### config.mk
export PLATFORM = sky130hd
export DESIGN_NAME = operand_shift_host
export DESIGN_NICKNAME = d
export VERILOG_FILES = /design/src/rtl/operand_shift_host_pkg.sv /design/src/rtl/operand_shift_host_rotator.sv /design/src/rtl/operand_shift_host.sv
export SDC_FILE = /design/constraint.sdc
export NUM_CORES = 1
export LEC_CHECK = 0
export CAP_MARGIN = 30
export CORE_AREA = 2 2 97 146
export CTS_BUF_LIST = sky130_fd_sc_hd__clkbuf_2
export DETAILED_ROUTE_END_ITERATION = 7
export DIE_AREA = 0 0 99 148
export HOLD_SLACK_MARGIN = 0.1
export PLACE_DENSITY = 0.79
export SYNTH_ARGS = -nofsm -noshare
export SYNTH_HDL_FRONTEND = slang
export SYNTH_SLANG_ARGS = --single-unit
### constraint.sdc
create_clock -name i_clk -period 2.6 [get_ports i_clk]
set_input_delay 0.65 -clock i_clk [delete_from_list [all_inputs] [get_ports i_clk]]
set_output_delay 0.65 -clock i_clk [all_outputs]
set_load 0.02 [all_outputs]
### src/rtl/operand_shift_host_pkg.sv
// Shared types and constants for the serial operand host.
package operand_shift_host_pkg;

  typedef enum logic [1:0] {
    IDLE    = 2'd0,
    PASS_HI = 2'd1,
    PASS_LO = 2'd2,
    DONE    = 2'd3
  } state_e;

  localparam int DEFAULT_WIDTH = 32;
  localparam int NUM_LANES     = 3;
  localparam int LANE_A        = 0;
  localparam int LANE_B        = 1;
  localparam int LANE_C        = 2;

endpackage

### src/rtl/operand_shift_host_rotator.sv
// One operand lane: parallel-loadable rotate-left register whose MSB drives the serial line.
module serial_rotator
  import operand_shift_host_pkg::*;
#(
  parameter int WIDTH = DEFAULT_WIDTH
) (
  input  logic             i_clk,
  input  logic             i_rst_n,
  input  logic             i_clear,
  input  logic             i_load,
  input  logic [WIDTH-1:0] i_data,
  input  logic             i_rot_en,
  output logic             o_msb
);

  logic [WIDTH-1:0] r_data;

  // Clear wins so the lane goes quiet on the same edge the last result byte is captured.
  always_ff @(posedge i_clk or negedge i_rst_n) begin
    if (!i_rst_n) begin
      r_data <= '0;
    end else if (i_clear) begin
      r_data <= '0;
    end else if (i_load) begin
      r_data <= i_data;
    end else if (i_rot_en) begin
      r_data <= {r_data[WIDTH-2:0], r_data[WIDTH-1]};
    end
  end

  assign o_msb = r_data[WIDTH-1];

endmodule

### src/rtl/operand_shift_host.sv
// Host-side initiator: shifts three operands MSB-first into the receiver, then reads the
// 32-bit result back as two byte-pair passes selected by o_sel_lo.
//
// state   | meaning
// IDLE    | ready for operands, lanes quiet
// PASS_HI | first full rotation, then capture result bytes [15:8]/[31:24]
// PASS_LO | second full rotation, then capture result bytes [7:0]/[23:16]
// DONE    | result held until the consumer accepts it
module operand_shift_host
  import operand_shift_host_pkg::*;
#(
  parameter int WIDTH          = DEFAULT_WIDTH,
  parameter int RESULT_LATENCY = 0
) (
  input  logic             i_clk,
  input  logic             i_rst_n,
  input  logic             i_in_valid,
  output logic             o_in_ready,
  input  logic [WIDTH-1:0] i_in_a,
  input  logic [WIDTH-1:0] i_in_b,
  input  logic [WIDTH-1:0] i_in_c,
  output logic [2:0]       o_ser,
  output logic             o_sel_lo,
  input  logic [7:0]       i_res_b0,
  input  logic [7:0]       i_res_b1,
  output logic             o_out_valid,
  input  logic             i_out_ready,
  output logic [31:0]      o_out_result
);

  localparam int CNT_W = $clog2(3 * WIDTH);
  // Counter holds k-1 before edge k, so each capture fires one count early.
  localparam logic [CNT_W-1:0] HI_CAP = CNT_W'(WIDTH + RESULT_LATENCY);
  localparam logic [CNT_W-1:0] LO_CAP = CNT_W'(2 * WIDTH + RESULT_LATENCY);

  state_e           r_state;
  logic [CNT_W-1:0] r_cnt;
  logic             r_in_ready;
  logic             r_sel_lo;
  logic             r_out_valid;
  logic [31:0]      r_out_result;

  logic             w_accept;
  logic             w_rot_en;
  logic             w_clear;
  logic [WIDTH-1:0] w_operand [NUM_LANES];

  assign w_accept = i_in_valid && r_in_ready;
  assign w_rot_en = (r_state == PASS_HI) || (r_state == PASS_LO);
  assign w_clear  = (r_state == PASS_LO) && (r_cnt == LO_CAP);

  assign w_operand[LANE_A] = i_in_a;
  assign w_operand[LANE_B] = i_in_b;
  assign w_operand[LANE_C] = i_in_c;

  for (genvar g = 0; g < NUM_LANES; g++) begin : g_lane
    serial_rotator #(.WIDTH(WIDTH)) u_rot (
      .i_clk    (i_clk),
      .i_rst_n  (i_rst_n),
      .i_clear  (w_clear),
      .i_load   (w_accept),
      .i_data   (w_operand[g]),
      .i_rot_en (w_rot_en),
      .o_msb    (o_ser[g])
    );
  end

  always_ff @(posedge i_clk or negedge i_rst_n) begin
    if (!i_rst_n) begin
      r_state      <= IDLE;
      r_cnt        <= '0;
      r_in_ready   <= 1'b1;
      r_sel_lo     <= 1'b0;
      r_out_valid  <= 1'b0;
      r_out_result <= '0;
    end else begin
      case (r_state)
        IDLE: begin
          if (w_accept) begin
            r_in_ready   <= 1'b0;
            r_cnt        <= '0;
            r_out_result <= '0;
            r_state      <= PASS_HI;
          end
        end
        PASS_HI: begin
          r_cnt <= r_cnt + 1'b1;
          if (r_cnt == HI_CAP) begin
            r_out_result[15:8]  <= i_res_b0;
            r_out_result[31:24] <= i_res_b1;
            r_sel_lo            <= 1'b1;
            r_state             <= PASS_LO;
          end
        end
        PASS_LO: begin
          r_cnt <= r_cnt + 1'b1;
          if (r_cnt == LO_CAP) begin
            r_out_result[7:0]   <= i_res_b0;
            r_out_result[23:16] <= i_res_b1;
            r_sel_lo            <= 1'b0;
            r_out_valid         <= 1'b1;
            r_state             <= DONE;
          end
        end
        DONE: begin
          if (i_out_ready) begin
            r_out_valid <= 1'b0;
            r_in_ready  <= 1'b1;
            r_state     <= IDLE;
          end
        end
        default: r_state <= IDLE;
      endcase
    end
  end

  assign o_in_ready   = r_in_ready;
  assign o_sel_lo     = r_sel_lo;
  assign o_out_valid  = r_out_valid;
  assign o_out_result = r_out_result;

endmodule

# [Yosys cells after proc, flatten, opt, wreduce, memory -nomap -nowiden]
# Index checks and enable logic that the tools add are counted.
# W data, S select, Z words.
[word_totals] reg_bits=140 inputBits=116 memories=0 word_cells=73 output_inout_bits=38 ramBits=0 mem_bits_ro=0 latch_bits=0
[classes] n_div=0 eq_ne=9 addsub=1 n_bitwise=0 magnitude_cmp=0 shift=0 muxes=34 n_reduce_logical=19 n_mul=0
[ops] operator="$mux W32" count=10
[ops] operator="$pmux W8 S2" count=4
[ops] operator="$mux W8" count=4
[ops] operator="$reduce_and A3 Y1" count=5
[ops] operator="$pmux W7 S2" count=1
[ops] operator="$reduce_bool A2 Y1" count=6
[ops] operator="$mux W2" count=4
[ops] operator="$pmux W2 S4" count=1
[ops] operator="$add A7 B1 Y7 const B" count=1
[ops] operator="$eq A7 B6 Y1 const B" count=1
[ops] operator="$eq A7 B7 Y1 const B" count=1
[ops] operator="$mux W7" count=1
[ops] operator="$mux W1" count=6
[ops] operator="$ne A2 B1 Y1 const B" count=3
[ops] operator="$pmux W1 S2" count=3
[ops] operator="$eq A2 B2 Y1 const B" count=2
[ops] operator="$reduce_and A4 Y1" count=1
[ops] operator="$reduce_bool A3 Y1" count=1
[ops] operator="$eq A2 B1 Y1 const B" count=1
[ops] operator="$logic_and A1 B1 Y1" count=2
[ops] operator="$logic_not A2 Y1" count=1
[ops] operator="$ne A2 B2 Y1 const B" count=1
[ops] operator="$reduce_and A2 Y1" count=1
[ops] operator="$reduce_or A2 Y1" count=1
[ops] operator="$logic_or A1 B1 Y1" count=1

# [Depth between registers and ports, before layout]
# Gate-level depths: netlist of the first run.
[logic_depth] word_depth=5 depth_mapped=9 mapped_depth_nobuf=6

# [Modules after synthesis]
# From an unflattened synthesis of the first run, not the netlist that was laid out.
[unflattened] cells_unflattened=731 hier_area_um2=7739.9
[modules_own_cells] module="serial_rotator" seq_area_each_um2=800.8 area_each_um2=1670.4 cells_each=142 instances=3
[modules_own_cells] module="operand_shift_host" seq_area_each_um2=1102.3 area_each_um2=2728.9 cells_each=305 instances=1

# [Least setup slack after synthesis of the first run]
# OpenSTA, ideal clock, no wires.
[synth_path] path_type="reg2reg" startpoint="register r_cnt[0]" endpoint="register r_out_result[16] (netlist: o_out_result[16])" setup_ns=0.132 stages_incl_launch_ff=10 required_time_ns=2.468 n_path_buf=3 arrival_ns=1.868 period_less_slack_ns=2.000 setup_slack_ns=0.600 path_cell_list="dfrtp_1 inv_1 ha_1 or4b_1 buf_6 or2_1 buf_6 buf_6 a22oi_1 o21ai_1"
[synth_between] elab_chain_len=3
[synth_lines] element="from (decl)" line="operand_shift_host.sv:37" text="logic [CNT_W-1:0] r_cnt;"
[synth_lines] element="from (signal assigned)" line="operand_shift_host.sv:87" text="r_cnt <= r_cnt + 1'b1;"
[synth_lines] element="from (signal assigned)" line="operand_shift_host.sv:96" text="r_cnt <= r_cnt + 1'b1;"
[synth_lines] element="$eq A7 B7 Y1" line="operand_shift_host.sv:97" text="if (r_cnt == LO_CAP) begin"
[synth_lines] element="$ne A2 B1 Y1 (no source line)"
[synth_lines] element="$reduce_and A3 Y1 (no source line)"
[synth_lines] element="to (signal assigned)" line="operand_shift_host.sv:99" text="r_out_result[23:16] <= i_res_b1;"
[synth_lines] element="to (decl)" line="operand_shift_host.sv:41" text="logic [31:0] r_out_result;"
# No other way between the ends.
# A chain may end at the register's enable or synchronous reset.

# [Final worst setup path of the first run]
[layout_path] startpoint="register r_out_result[18] (netlist: o_out_result[18])" endpoint="output o_out_result[18]"
[layout_lines] element="to (decl)" line="operand_shift_host.sv:28" text="output logic [31:0] o_out_result"
# No word-level cell between the ends.

==> results.cfg, run 1 <==
[sta]
maxSlewViolCount = 0
finalSetupViolCount = 0
finalCritPeriodShare_pct = 92.9
rsz0062_at_grt = no
slew_headroom_pct = 55.4
setup_tns_ps = 0
hold_violations = 0
max_freq_mhz = 414
fin_skew_ps = 45.0
worst_pin_slew_ps = 669
fin_crit_ps = 2420

[run_status]
status = finished, final reports clean

[detailed_routing]
wl_met1_mm = 6.63
drtIter0Drc = 267
ant_nets = 0
topRoutingLayerUsed = met4
routed_wl_mm = 16.1
met3WireLength_mm = 1.06
routedWlPerCell_um = 16.9
drc = 0
vias_per_cell = 5.78
met2_length_mm = 8.13
vias = 5513
dr.pass1.iters = 4

[grt]
grt_max_degree = 76
grt_pass1_vias = 5617
grtUsageTotal_pct = 22.8
antenna_found_initial = 1
grt_overflow = 0
grt_pass1_wl_mm = 27.2

[logic_synthesis]
yosysWarnings = 0
netlist_instances = 644
synth_nets = 768
synthTopCellsByArea = dfrtp_1 51%, mux2i_1 14%, a211oi_1 10%
synth.cell_area_sq_um = 6880
synthDominantAreaCellType = dfrtp_1
synth_area_per_cell_sq_um = 10.7
ys_ff_latch = 140
synthArstFlopShare_pct = 100
synth-main-ff-cell = dfrtp_1
ys_seq_area_share_pct = 50.9
synth_top_area_share_pct = 50.5
ys_types = 36
synth_edf_count = 0

[run]
cap_violations = 0

[die]
coreArea_sq_um = 13300
die_y_um = 148
rows = 52
ios = 154
start_util_pct = 51.6
die_w_um = 99
dieArea_sq_um = 14700

[hold_path]
min_path_type = in -> async

[worst_setup_path]
critPathTopFamily = buffers and inverters
r2r_cells = 8
worstSetupStartpointType = register
slowest_stage = clkdlybuf4s50_1
worstPathRequired_ps = 1950
worst_setup_path_end_kind = output port
arrival_ps = 1770
worstPathBufferInverterCount = 1
path_max_fanout = 3
critical_path.cell_chain = clkdlybuf4s50_1
cpPeakStageDelay_ps = 620
path_depth = 1
criticalPathCategory = reg -> out

[finish]
area_growth_pct = 28.5
finalNetCount = 901
fill_cells = 1063
drive_above_1_share_pct = 7.34
finalInstanceArea_sq_um = 8840

[clocking]
cts-buffers-inserted = 17
cts_sinks = 140
cts_setup_buffers = 0
cts_tree = yes
cts_root_buf = clkbuf_2
clkLatencyLatePin_ps = 710
clockBufferDepth = 2
htreeDepth = 4
path_clk_slew_ps = 230

[power]
powerDensity_nw_per_um2 = 1260
switchingPower_mw = 4.43
irDropWorstVdd_v = 0.000575
internal_power_mw = 6.75
swShare_pct = 39.6
p_leak_nw = 3.80
seqPwrFrac_pct = 33.4
p_clk_share_pct = 12.3
power.share.combinational_pct = 54.4

[placed_design]
place_area_sq_um = 8570
dp_hpwl_mm = 11.2
routabilityCongestion = 0.844
io_buffers = 153
cell usage in the layout, fill, tap and decap left out, types with 3 or more instances in the layout:
| cell type | n |
|---|---|
| clkdlybuf4s50_1 | 151 |
| dfrtp_1 | 139 |
| nor2_1 | 102 |
| mux2i_1 | 98 |
| a211oi_1 | 96 |
| a22o_1 | 32 |
| nand2_1 | 22 |
| clkbuf_2 | 18 |
| a22oi_1 | 17 |
| o21ai_0 | 17 |
| buf_4 | 15 |
| o21ai_1 | 11 |
| nand3_1 | 7 |
| ha_1 | 7 |
| inv_1 | 6 |
| buf_12 | 5 |
| a21oi_1 | 4 |
| nand2b_1 | 3 |
| o31ai_1 | 3 |
| clkinvlp_4 | 3 |
| clkinv_4 | 3 |
| bufinv_16 | 3 |
registers in the layout, indices dropped and copies added (netlist names):
register and count:
o_sel_lo 1, o_in_ready 1, r_cnt 7, o_out_valid 1, g_lane.u_rot.r_data 96, o_out_result 32
r_state 2
layer usage:
layer,global-route usage (%),vias up
met5,0,-
li1,-,2632
met2,38.3,190
met4,7.67,0
met3,5.53,25
met1,28.8,2666
repair_timing:
item                                   CTS  global route
hold buffers                             1             0
gates resized for setup                  1             0
setup endpoints to repair                1             0
endpoints found under the hold margin   66             0
kinds of logic (layout without fill, tap and decap cells):
| logic type | after synthesis | count (layout) | share of synthesized area (%) |
|---|---|---|---|
| flops | 140 | 140 | 50.9 |
| simple gates | 143 | 143 | 8.51 |
| buf+inv | 67 | 213 | 4.44 |
| other cells | 0 | 2 | 0 |
| mux | 98 | 98 | 14.3 |
| fa+ha+maj | 8 | 8 | 1.45 |
| compound gates | 188 | 188 | 20.4 |
power by group through the flow:
stage          Clock, mW  Combinational [mW]  Sequential, mW
2_1_floorplan          0                4.33            3.87
3_3_place_gp           0                5.89            3.74
3_5_place_dp           0                6.09            3.79
4_1_cts             1.41                6.12            3.74
5_1_grt             1.51                6.64            3.85
6_report            1.37                6.08            3.73
metrics by stage:
stage | worst slack, ps | util [%] | power [mW] | instances | hold WS (ps)
floorplan | 600 | - | 8.21 | 644 | 354
finish | 184 | 66.3 | 11.2 | 954 | 461
global route | 55.0 | 66.3 | 12.0 | 953 | 415
CTS | 116 | 66.3 | 11.3 | 952 | 438
detailed placement | 254 | 64.3 | 9.87 | 919 | 499
global placement | 322 | 64.3 | 9.63 | 919 | 492
cell usage after synthesis, drive strengths merged, types with 2 or more instances:
cell type / count
o31ai: 3
ha: 8
clkbuf: 39
a22oi: 17
nor2: 102
dfrtp: 139
mux2i: 98
nor3: 2
and2: 2
o21ai: 28
a21oi: 4
inv: 6
nand3: 7
nand2b: 3
o41ai: 2
nand2: 23
a211oi: 97
buf: 21
a22o: 32
final timing paths:
kind                                  start                          to  slack (ps)
setup / recovery           o_out_result[18]            o_out_result[18]         180
hold / removal                      i_rst_n            o_out_result[18]         460
setup reg to reg                   r_cnt[0]            o_out_result[14]         380
hold reg to reg            o_out_result[16]            o_out_result[16]         540
max in group asynchronous           i_rst_n  g_lane[2].u_rot.r_data[15]        1380
min in group i_clk                i_in_c[7]   g_lane[2].u_rot.r_data[7]         490
cell type report:
class	count	area [sq um]	share of cell area, %
antenna	2	5.00	0.0566
clock buffer	18	90.1	1.02
clock inverter	14	170	1.92
inverter	7	26.3	0.297
multi-input combinational	437	3090	35.0
sequential	140	3500	39.6
tap	162	203	2.29
timing repair buffer	174	1750	19.8
No activity file was read; power rests on OpenSTA's default activity.
==> run 2: changes to the inputs <==
--- a/config.mk
+++ b/config.mk
@@ -6,12 +6,13 @@
 export NUM_CORES = 1
 export LEC_CHECK = 0
 export CAP_MARGIN = 30
-export CORE_AREA = 2 2 97 146
+export CORE_AREA = 2 2 92 138
 export CTS_BUF_LIST = sky130_fd_sc_hd__clkbuf_2
 export DETAILED_ROUTE_END_ITERATION = 7
-export DIE_AREA = 0 0 99 148
+export DIE_AREA = 0 0 94 140
+export DONT_BUFFER_PORTS = 1
 export HOLD_SLACK_MARGIN = 0.1
-export PLACE_DENSITY = 0.79
+export PLACE_DENSITY = 0.71
 export SYNTH_ARGS = -nofsm -noshare
 export SYNTH_HDL_FRONTEND = slang
 export SYNTH_SLANG_ARGS = --single-unit
==> results.cfg, run 2 (synthesis results as in run 1) <==
[finish]
post-route-util_pct = 68.6
finalInstanceArea_sq_um = 8200
largest_register_ffs = 96
drive_above_1_share_pct = 6.28
fin_cells = 886
final_common_cell = dfrtp_1
area_growth_pct = 19.1
mostFrequentLayoutCells = 139 x dfrtp_1, 104 x dlygate4sd3_1, 102 x nor2_1
finalNetCount = 844
regMostFlops = g_lane.u_rot.r_data

[clocking]
cts_root_buf = clkbuf_2
clkLatencyLatePin_ps = 670
clockBufferDepth = 2
cts-buffers-inserted = 17
path_clk_slew_ps = 190
htreeDepth = 4
cts_sinks = 140
cts_tree = yes

[hold_path]
min_path_type = in -> async

[power]
p_leak_nw = 3.56
irDropWorstVdd_v = 0.000625
finalPower_mw = 10.4
powerDensity_nw_per_um2 = 1260

[sta]
finalSetupViolCount = 0
hold_ws_ps = -366
setup_ws_ps = 311
maxSlewViolCount = 0
fin_crit_ps = 2290
rsz0062_at_grt = no
max_freq_mhz = 437
hold_violations = 140
setup_tns_ps = 0
worst_pin_slew_ps = 711
fin_skew_ps = 33.1
finalCritPeriodShare_pct = 88.1
slew_headroom_pct = 52.6

[placed_design]
place_inst = 750
io_buffers = 0
dp_hpwl_mm = 9.85
place_area_sq_um = 6990
place_ws_ps = 331
routabilityCongestion = 0.855

[detailed_routing]
dr.pass1.iters = 5
vias_per_cell = 6.06
ant_nets = 0
vias = 5367
drtIter0Drc = 220
routedWlPerCell_um = 18.1
routed_wl_mm = 16.0
drc = 0

[die]
rows = 49
coreArea_sq_um = 12000
dieArea_sq_um = 13200
ios = 154
start_util_pct = 57.6
die_w_um = 94
die_y_um = 140

[run]
cap_violations = 0

[grt]
grt_pass1_vias = 5417
grtUsageTotal_pct = 24.7
antenna_found_initial = 1
grt_max_degree = 141
grt_overflow = 0
grt_pass1_wl_mm = 26.1

[worst_setup_path]
worstReg2RegEnd = o_out_valid
reg2reg_from = r_cnt[0]
r2r_cells = 8
cp-startpoint = r_cnt[0]
arrival_ps = 2890
path_max_fanout = 53
crit_end = o_out_valid
worst_setup_path_end_kind = register
rrSetupSlack_ps = 310
worstPathRequired_ps = 3200
worstSetupStartpointType = register
criticalPathCategory = reg -> reg

[run_status]
status = complete, but fails checks
violations = hold timing
## run 2: cell count changes in the layout (fill, tap and decap cells not counted)
cell,delta
clkinv_1,+3
bufinv_16,-3
buf_6,-1
diode_2,-1
dlygate4sd3_1,+103
clkdlybuf4s50_1,-151
buf_4,-8
dlygate4sd2_1,-1
inv_6,-1
buf_12,+1
clkinv_4,-1
clkinv_2,+1
## run 2: worst min path at each step
| stage | slack [ps] | endpoint | cells past startpoint |
|---|---|---|---|
| final | -370 | o_out_result[16] | 0 |
| after global routing | -500 | o_out_result[10] | 0 |
| after CTS | -460 | o_out_result[7] | 0 |
| after detailed placement | 360 | o_out_result[16] | 0 |
| after global placement | 360 | o_out_result[16] | 0 |
| after floorplan | 350 | g_lane[0].u_rot.r_data[0] | 0 |
## run 2: repair_timing
| action | in CTS | in global routing |
|---|---|---|
| gates resized for setup | 0 | 0 |
| buffers inserted | 0 | 0 |
| hold buffers | 101 | 3 |
| hold endpoints to repair | 241 | 143 |
| endpoints found under the setup margin | 0 | 0 |
## run 2: power by group
| part | total [mW] | internal (mW) | switching (mW) |
|---|---|---|---|
| Combinational | 5.29 | 2.66 | 2.63 |
| Sequential | 4.06 | 3.16 | 0.906 |
| Clock | 1.00 | 0.233 | 0.771 |
| Total | 10.4 | 6.05 | 4.31 |
## run 2: critical path, cell delays in order (launching register included)
cell and delay [ps]:
dfrtp_1 460, inv_1 80, ha_1 140, or4b_1 580
buf_4 250, nor3_4 230, buf_12 280, nor2_1 60
o2bb2ai_1 140
## run 2: per-layer routing
metal	vias up	wire [um]	global-route usage, %	share of wire, %
met4	0	325	9.00	2.0
met1	2630	6370	30.2	40
met3	37	1020	7.21	6.3
li1	2519	-	-	-
met2	181	8330	41.4	52
met5	-	0	0	0
## run 2: layout make-up
type	instances	area [sq um]
repair buffers	117	1210
clock buffers	18	90.1
fillers	895	3760
clock inverters	13	78.8
diodes	1	2.50
well taps	153	191
inverters	7	26.3
multi-input cells	437	3090
flip-flops and latches	140	3500
==> run 3: changes to the inputs <==
--- a/config.mk
+++ b/config.mk
@@ -6,10 +6,10 @@
 export NUM_CORES = 1
 export LEC_CHECK = 0
 export CAP_MARGIN = 30
-export CORE_AREA = 2 2 92 138
+export CORE_AREA = 2 2 95 133
 export CTS_BUF_LIST = sky130_fd_sc_hd__clkbuf_2
 export DETAILED_ROUTE_END_ITERATION = 7
-export DIE_AREA = 0 0 94 140
+export DIE_AREA = 0 0 97 135
 export DONT_BUFFER_PORTS = 1
 export HOLD_SLACK_MARGIN = 0.1
 export PLACE_DENSITY = 0.71
==> constraint.sdc (replaced) <==
create_clock -name i_clk -period 2.76 [get_ports i_clk]
set_input_delay 0.69 -clock i_clk [delete_from_list [all_inputs] [get_ports i_clk]]
set_output_delay 0.69 -clock i_clk [all_outputs]
set_load 0.02 [all_outputs]
==> results.cfg, run 3 (synthesis results as in run 1) <==
[sta]
fin_crit_ps = 2350
worst_pin_slew_ps = 842
finalCritPeriodShare_pct = 85.1
maxSlewViolCount = 0
hold_ws_ps = -343
rsz0062_at_grt = no
max_freq_mhz = 426
slew_headroom_pct = 43.9
setup_tns_ps = 0
finalSetupViolCount = 0
hold_violations = 140
fin_skew_ps = 33.5

[detailed_routing]
routed_wl_mm = 14.8
dr.pass1.iters = 5
routedWlPerCell_um = 18.2
ant_nets = 0
drc = 0
vias_per_cell = 6.15
vias = 5018
drtIter0Drc = 242

[clocking]
cts_tree = yes
cts_sinks = 140
path_clk_slew_ps = 200
cts-buffers-inserted = 17
cts_root_buf = clkbuf_2
clockBufferDepth = 2
htreeDepth = 4
clkLatencyLatePin_ps = 700

[die]
coreArea_sq_um = 11800
rows = 47
start_util_pct = 58.2
dieArea_sq_um = 13100
die_w_um = 97
die_y_um = 135
ios = 154

[worst_setup_path]
reg2reg_from = r_cnt[1]
r2r_cells = 8
path_max_fanout = 17
criticalPathCategory = reg -> reg
worstReg2RegEnd = o_out_result[21]
worstPathRequired_ps = 3380
worst_setup_path_end_kind = register
rrSetupSlack_ps = 410
worstSetupStartpointType = register
arrival_ps = 2970

[grt]
met2_usage_pct = 38.5
met1_usage_pct = 28.5
antenna_found_initial = 1
grtUsageTotal_pct = 23.2
grt.met3_usage_pct = 8.02
grt_max_degree = 141
busiest_layer = met2
grt_pass1_wl_mm = 24.9
grt_pass1_vias = 5166
grt_overflow = 0

[power]
finalPower_mw = 10.0
powerDensity_nw_per_um2 = 1310
p_leak_nw = 3.34
irDropWorstVdd_v = 0.000858

[placed_design]
dp_hpwl_mm = 9.37
place_inst = 741
io_buffers = 0
routabilityCongestion = 0.833

[finish]
finalNetCount = 779
mostFrequentLayoutCells = 139 x dfrtp_1, 102 x nor2_1, 98 x mux2i_1
drive_above_1_share_pct = 7.04
fin_cells = 816
final_common_cell = dfrtp_1
regMostFlops = g_lane.u_rot.r_data
post-route-util_pct = 64.7
area_growth_pct = 11.2
largest_register_ffs = 96

[run]
cap_violations = 0

[run_status]
violations = hold timing
status = complete, but fails checks

[hold_path]
min_path_type = in -> async
==> run 3: cell types whose count changed in the layout (fill, tap and decap cells not counted), sizes merged <==
cell         delta
dlygate4sd3    -62
bufinv          +4
buf             -3
clkinv          -3
==> run 3: worst max path at each step <==
stage                       endpoint      from  cells past startpoint
finish              o_out_result[21]  r_cnt[1]                      8
floorplan           o_out_result[16]  r_cnt[0]                      9
detailed placement  o_out_result[21]  r_cnt[0]                      8
global route        o_out_result[21]  r_cnt[1]                      8
global placement    o_out_result[27]  r_cnt[0]                      6
CTS                 o_out_result[21]  r_cnt[0]                      8
==> run 3: metal layers <==
metal,routed length [um],up-vias,part of all wire (%)
met1,5840,2467,39
met5,0,-,0
met3,1160,16,7.8
li1,-,2379,-
met2,7650,156,52
met4,182,0,1.2
==> run 3: power by group <==
group          leakage, nW  switching [mW]  internal, mW
sequential            1.58           0.842          2.97
clock                0.158           0.751         0.602
combinational         1.60            2.43          2.42
==> run 3: what timing repair did <==
item	in CTS	in global routing
hold endpoints to repair	177	146
resized for setup	0	0
buffers inserted	0	0
hold buffers	36	6
==> run 3: worst max-delay path: stages, from the launching register on <==
cell,delay (ps)
dfrtp_1,460
inv_1,90
ha_1,130
or4b_1,610
buf_4,290
a211oi_4,160
buf_4,250
a22oi_1,80
o21ai_0,210
==> run 3: stage by stage <==
stage	setup WS [ps]	hold WS, ps	area (sq um)
6_report	411	-343	7650
5_1_grt	219	-444	7650
4_1_cts	410	-426	7590
3_5_place_dp	442	397	6940
3_3_place_gp	544	398	6940
2_1_floorplan	760	394	6880
==> run 3: area by class of cell <==
type                    count  area (sq um)
multi-input cells         437          3090
clock inverters            14           195
well taps                 147           184
diodes                      1          2.50
flip-flops and latches    140          3500
repair buffers             52           558
clock buffers              18          90.1
fillers                   935          4170
inverters                   7          26.3
